### src/rtl/carregador_programa_if.sv
// carregador_programa_if: instruction-memory write port between the loader and the memory
interface carregador_programa_if #(
  parameter int ADDR_W = 10
);
  logic              mem_we;
  logic [ADDR_W-1:0] mem_addr;
  logic [31:0]       mem_data;
  modport master (output mem_we, mem_addr, mem_data);
  modport slave  (input  mem_we, mem_addr, mem_data);
endinterface

### src/rtl/carregador_programa.sv
// carregador_programa: UART program loader writing instruction memory and gating CPU reset
module carregador_programa #(
  parameter int CLKS_PER_BIT = 434,
  parameter int ADDR_W       = 10,
  parameter int MAX_WORDS    = 1024
) (
  input  logic                  clk,
  input  logic                  reset,
  input  logic                  rx,
  input  logic                  start,
  carregador_programa_if.master mem,
  output logic                  cpu_hold,
  output logic                  busy,
  output logic                  done,
  output logic                  erro
);
  localparam int CW = $clog2(CLKS_PER_BIT);
  localparam logic [CW-1:0] FULL = CW'(CLKS_PER_BIT - 1);
  localparam logic [CW-1:0] HALF = CW'(CLKS_PER_BIT / 2 - 1);
  typedef enum logic [2:0] {IDLE, CNT_HI, CNT_LO, DATA, CHK, DONE, ERR} state_t;
  state_t state, nxt;
  logic rx_m, rx_s, rx_d;
  logic r_act;
  logic [CW-1:0] r_cnt;
  logic [3:0] r_idx;
  logic [7:0] r_sh;
  logic tick, stop_smp, rx_stb, rx_ferr, go;
  logic we;
  logic [ADDR_W-1:0] addr;
  logic [31:0] data, asm_w;
  logic [7:0] chk;
  logic [15:0] n, wcnt, cnt_in;
  logic [1:0] bcnt;
  assign mem.mem_we   = we;
  assign mem.mem_addr = addr;
  assign mem.mem_data = data;
  assign busy     = state inside {CNT_HI, CNT_LO, DATA, CHK};
  assign cpu_hold = busy || state == ERR;
  assign go       = start && !busy;
  assign tick     = r_act && r_cnt == (r_idx == 4'd0 ? HALF : FULL);
  assign stop_smp = tick && r_idx == 4'd9;
  assign rx_stb   = stop_smp && rx_s;
  assign rx_ferr  = stop_smp && !rx_s;
  assign cnt_in   = {n[15:8], r_sh};
  // two-flop synchronizer plus one delay flop for falling-edge detection
  always_ff @(posedge clk)
    if (reset) {rx_d, rx_s, rx_m} <= 3'b111;
    else {rx_d, rx_s, rx_m} <= {rx_s, rx_m, rx};
  // 8N1 receiver: idx 0 = start-bit recheck at half bit, 1..8 = data LSB first, 9 = stop
  always_ff @(posedge clk)
    if (reset || !busy) begin
      r_act <= 1'b0;
      r_cnt <= '0;
      r_idx <= '0;
    end else if (!r_act) begin
      r_act <= rx_d && !rx_s;
      r_cnt <= '0;
      r_idx <= '0;
    end else if (tick) begin
      r_cnt <= '0;
      r_act <= !(r_idx == 4'd0 && rx_s) && r_idx != 4'd9;
      r_idx <= r_idx + 4'd1;
      if (r_idx != 4'd0 && r_idx != 4'd9) r_sh <= {rx_s, r_sh[7:1]};
    end else r_cnt <= r_cnt + 1'b1;
  // session state register
  always_ff @(posedge clk)
    state <= reset ? IDLE : nxt;
  // frame sequencing; a framing error anywhere in the session aborts to ERR
  always_comb begin
    nxt = state;
    case (state)
      IDLE, DONE: nxt = go ? CNT_HI : IDLE;
      ERR:        nxt = go ? CNT_HI : ERR;
      CNT_HI:     nxt = rx_ferr ? ERR : rx_stb ? CNT_LO : CNT_HI;
      CNT_LO:     nxt = rx_ferr ? ERR : !rx_stb ? CNT_LO : cnt_in > 16'(MAX_WORDS) ? ERR : cnt_in == '0 ? CHK : DATA;
      DATA:       nxt = rx_ferr ? ERR : (we && wcnt == n) ? CHK : DATA;
      CHK:        nxt = rx_ferr ? ERR : !rx_stb ? CHK : r_sh == chk ? DONE : ERR;
      default:    nxt = IDLE;
    endcase
  end
  // count latch, word assembly, checksum, memory write port and sticky status
  always_ff @(posedge clk)
    if (reset) begin
      we    <= 1'b0;
      addr  <= '0;
      data  <= '0;
      asm_w <= '0;
      chk   <= '0;
      n     <= '0;
      wcnt  <= '0;
      bcnt  <= '0;
      done  <= 1'b0;
      erro  <= 1'b0;
    end else begin
      we <= state == DATA && rx_stb && bcnt == 2'd3;
      if (go) begin
        done <= 1'b0;
        erro <= 1'b0;
        chk  <= '0;
        wcnt <= '0;
        bcnt <= '0;
        addr <= '0;
      end
      if (state == CHK && nxt == DONE) done <= 1'b1;
      if (state != ERR && nxt == ERR) erro <= 1'b1;
      if (rx_stb && state == CNT_HI) n[15:8] <= r_sh;
      if (rx_stb && state == CNT_LO) n[7:0] <= r_sh;
      if (rx_stb && state == DATA) begin
        asm_w <= {asm_w[23:0], r_sh};
        chk   <= chk ^ r_sh;
        bcnt  <= bcnt + 2'd1;
        if (bcnt == 2'd3) begin
          data <= {asm_w[23:0], r_sh};
          addr <= wcnt[ADDR_W-1:0];
          wcnt <= wcnt + 16'd1;
        end
      end
    end
endmodule

### src/flat_wrapper.sv
// flat-port wrapper written by rule: the top's interface ports become plain ports
module carregador_programa_flat 
#(
  parameter int CLKS_PER_BIT = 434,
  parameter int ADDR_W       = 10,
  parameter int MAX_WORDS    = 1024
)
  (clk, reset, rx, start, cpu_hold, busy, done, erro, mem_mem_we, mem_mem_addr, mem_mem_data);
  carregador_programa_if #(.ADDR_W(ADDR_W)) mem_i ();
  input  logic clk;
  input  logic reset;
  input  logic rx;
  input  logic start;
  output logic cpu_hold;
  output logic busy;
  output logic done;
  output logic erro;
  output wire logic [$bits(mem_i.mem_we)-1:0] mem_mem_we;
  output wire logic [$bits(mem_i.mem_addr)-1:0] mem_mem_addr;
  output wire logic [$bits(mem_i.mem_data)-1:0] mem_mem_data;
  assign mem_mem_we = mem_i.mem_we;
  assign mem_mem_addr = mem_i.mem_addr;
  assign mem_mem_data = mem_i.mem_data;
  carregador_programa #(.CLKS_PER_BIT(CLKS_PER_BIT), .ADDR_W(ADDR_W), .MAX_WORDS(MAX_WORDS)) u_core (.clk(clk), .reset(reset), .rx(rx), .start(start), .mem(mem_i), .cpu_hold(cpu_hold), .busy(busy), .done(done), .erro(erro));
endmodule
### config.mk
export PLATFORM = sky130hd
export DESIGN_NAME = carregador_programa_flat
export DESIGN_NICKNAME = d
export VERILOG_FILES = /design/src/rtl/carregador_programa_if.sv /design/src/rtl/carregador_programa.sv /design/src/flat_wrapper.sv
export SDC_FILE = /design/constraint.sdc
export NUM_CORES = 1
export LEC_CHECK = 0
export CAP_MARGIN = 25
export CORE_UTILIZATION = 60
export DETAILED_ROUTE_END_ITERATION = 10
export GPL_TIMING_DRIVEN = 0
export PLACE_DENSITY = 0.83
export REMOVE_ABC_BUFFERS = 1
export SYNTH_ARGS = -nofsm -noshare
export SYNTH_HDL_FRONTEND = slang
export SYNTH_SLANG_ARGS = --single-unit
export TNS_END_PERCENT = 10
### constraint.sdc
create_clock -name clk -period 6.6 [get_ports clk]
set_input_delay 1.32 -clock clk [delete_from_list [all_inputs] [get_ports clk]]
set_output_delay 1.32 -clock clk [all_outputs]
set_load 0.1 [all_outputs]
==> flow_summary.yaml <==
job:
  maxCapViolCount: 0
clock_tree:
  cts_sinks: 139
  cts_hold_buffers: 0
  worstSkewPairLatency_ns: 0.53
  cts-root-buf: "clkbuf_8"
  cts_resized: 0
  clk_path_buf_depth: 2
  h-tree-depth: 4
  cts_buffers: 17
  postCtsSetupBuffers: 0
  clk_pin_slew_ns: 0.06
  cts_tree: "done"
routing:
  drt_iter0_drc: 352
  firstDrtPassIters: 7
  drc: 0
  ant_nets: 0
  wl_mm: 13.99
  routed_via_density: 5.809
  route.vias.total: 5106
  wl_per_cell_um: 15.92
synth:
  async_reset_ff_frac: 0
  seq_area_frac_synth: 0.4826
  synth-edff-count: 8
  synth_seq_cells: 139
  syn_inst: 707
  avgSynthCellArea_um2: 8.390
  synth_flop_cell: "dfxtp_1"
  ys_types: 57
  yosysWarnings: 0
  synth_area_mm2: 0.005932
floorplan:
  ios: 51
  start_util: 0.6300
  die_w_um: 101.4
  coreArea_mm2: 0.009415
  die_y_um: 101.4
  dieArea_mm2: 0.01029
  rows: 35
timing:
  finalClockSkew_ns: 0.01080
  rsz0062_at_grt: "false"
  fmax_mhz: 247.2
  timing.setup.tns_ns: 0
  tightest_slew_ns: 0.9825
  period_needed_ns: 4.045
  finalCritPeriodShare: 0.6129
  setup_viol: 0
  hold_viol_final: 0
  maxSlewHeadroom: 0.3429
  drv_slew: 0
cells_and_area:
  post-route-util: 0.7519
  drive_gt1_frac: 0.07733
  diodes: 0
  final_cells: 879
  fillerInstances: 663
  nets: 747
  syn_to_final_growth_pct: 19.34
  postLayoutCellArea_mm2: 0.007079
worst_setup_path:
  r2r-end: "u_core.wcnt[11]"
  critPathArrivalTime_ns: 2.73
  r2r_slack_ns: 3.34
  crit_required_ns: 5.28
  r2r_start: "u_core.r_idx[0]"
  worst_setup_path_end_kind: "output pin"
  reg2regPathDepth: 9
  critical_path_class: "flip-flop to output pin"
  start_kind: "flip-flop"
  crit_fanout: 10
place:
  dp_cells: 847
  hpwl_mm: 8.799
  post_dp_cell_area_mm2: 0.006509
  io_buffers: 50
  place_congestion: 0.8468
grt:
  grt_pass1_vias: 4883
  antenna_found_initial: 0
  grt_pass1_wl_mm: 22.76
  grt_max_degree: 87
  track_usage: 0.2863
  grt_overflow: 0
pwr:
  powerDensity_mw_per_mm2: 255.1
  irDropWorstVdd_mv: 0.1590
  cellLeakagePower_nw: 2.395
min_path:
  hold_end: "u_core.rx_s"
  hp-start: "u_core.rx_m"
  holdCritPathClass: "flip-flop to flip-flop"
  hold_path_depth: 1
outcome:
  run_status: "finished, final reports clean"
[synth_stat cells, types with 9 or more instances]
library cell / count / area, µm²
nand2_1: 169 / 634.4
xnor2_1: 25 / 219.0
buf_2: 10 / 50.05
nand3_1: 30 / 150.1
a21oi_1: 94 / 470.5
clkbuf_1: 28 / 105.1
nor2_1: 45 / 168.9
inv_1: 11 / 41.29
mux2i_1: 9 / 90.09
xor2_1: 13 / 113.9
nand4_1: 13 / 81.33
o21ai_0: 9 / 45.04
and3_1: 9 / 56.30
dfxtp_1: 131 / 2623
[worst max path at each step]
stage | startpoint | to | slack (ns) | cells past startpoint
2_1_floorplan | u_core.state[0] | cpu_hold | 3.23 | 2
3_3_place_gp | reset | u_core.r_sh[1] | 1.01 | 4
3_5_place_dp | u_core.state[2] | busy | 3.11 | 4
4_1_cts | u_core.state[2] | busy | 2.55 | 4
5_1_grt | u_core.state[2] | busy | 2.40 | 4
6_report | u_core.state[2] | busy | 2.55 | 4
[area by class of cell]
class / count / area (µm²) / area share
Sequential cell: 139 / 2863 / 0.4044
Multi-Input combinational cell: 513 / 2833 / 0.4001
Clock buffer: 19 / 442.9 / 0.06257
Tap cell: 129 / 161.4 / 0.02280
Clock inverter: 13 / 127.6 / 0.01803
Timing Repair Buffer: 55 / 610.6 / 0.08625
Inverter: 11 / 41.29 / 0.005832
[per-stage QoR]
stage	setup WS [ns]	hold WS (ns)	power, mW
5_1_grt	2.402	0.4234	1.847
3_5_place_dp	3.112	0.3928	0.9071
6_report	2.555	0.4089	1.806
3_3_place_gp	1.010	0.3986	0.9051
4_1_cts	2.551	0.4102	1.806
2_1_floorplan	3.234	0.3895	0.8867
[cell usage in the layout (no fill, tap or decap), types with 5 or more instances in the layout]
cell type,synthesis,routed
nand4_1,13,13
dfxtp_1,131,131
clkdlybuf4s50_1,0,49
inv_6,0,6
xnor2_1,25,25
xor2_1,13,13
or2_2,6,6
nand3b_1,7,7
and3_1,9,9
o21ai_0,9,9
and2_1,6,5
mux2i_1,9,9
nand3_1,30,30
nor4_1,6,6
nor2_1,45,45
edfxtp_1,8,8
a21oi_1,94,94
nand2_1,169,169
inv_1,11,11
ha_1,6,6
o211ai_1,5,5
clkbuf_16,0,17
[power breakdown]
| group | internal (mW) | switching, mW | leakage, nW | total, mW |
|---|---|---|---|---|
| Sequential | 0.847 | 0.00255 | 1.13 | 0.850 |
| Combinational | 0.00973 | 0.0298 | 1.00 | 0.0395 |
| Clock | 0.530 | 0.387 | 0.268 | 0.917 |
| Total | 1.39 | 0.419 | 2.40 | 1.81 |
[critical path, cell delays in order (launching register included)]
cell and delay (ns):
dfxtp_1 0.52, inv_1 0.20, xnor2_1 0.23, inv_1 0.11
clkdlybuf4s50_1 1.13
[flip-flops by register name (all words and copies together), names as in the netlist]
register / count
u_core.asm_w: 24
u_core.bcnt: 2
u_core.chk: 8
u_core.done: 1
u_core.erro: 1
u_core.mem.mem_addr: 10
u_core.mem.mem_data: 32
u_core.mem.mem_we: 1
u_core.n: 16
u_core.r_act: 1
u_core.r_cnt: 9
u_core.r_idx: 4
u_core.r_sh: 8
u_core.rx_d: 1
u_core.rx_m: 1
u_core.rx_s: 1
u_core.state: 3
u_core.wcnt: 16
[metal layers]
layer	global-route usage	part of all wire
met1	0.3447	0.42
met2	0.4861	0.51
met3	0.05659	0.044
met4	0.1494	0.022
met5	0	0
[logic make-up (layout without fill, tap and decap cells)]
family	Yosys count	after routing	share of synthesized area
xor+xnor	38	38	0.05611
compound gates	129	129	0.1240
fa+ha+maj	6	6	0.01266
flops	139	139	0.4826
simple gates	326	326	0.2586
buf+inv	55	98	0.04008
mux	14	14	0.02594
Power figures use the tool's default switching activity.
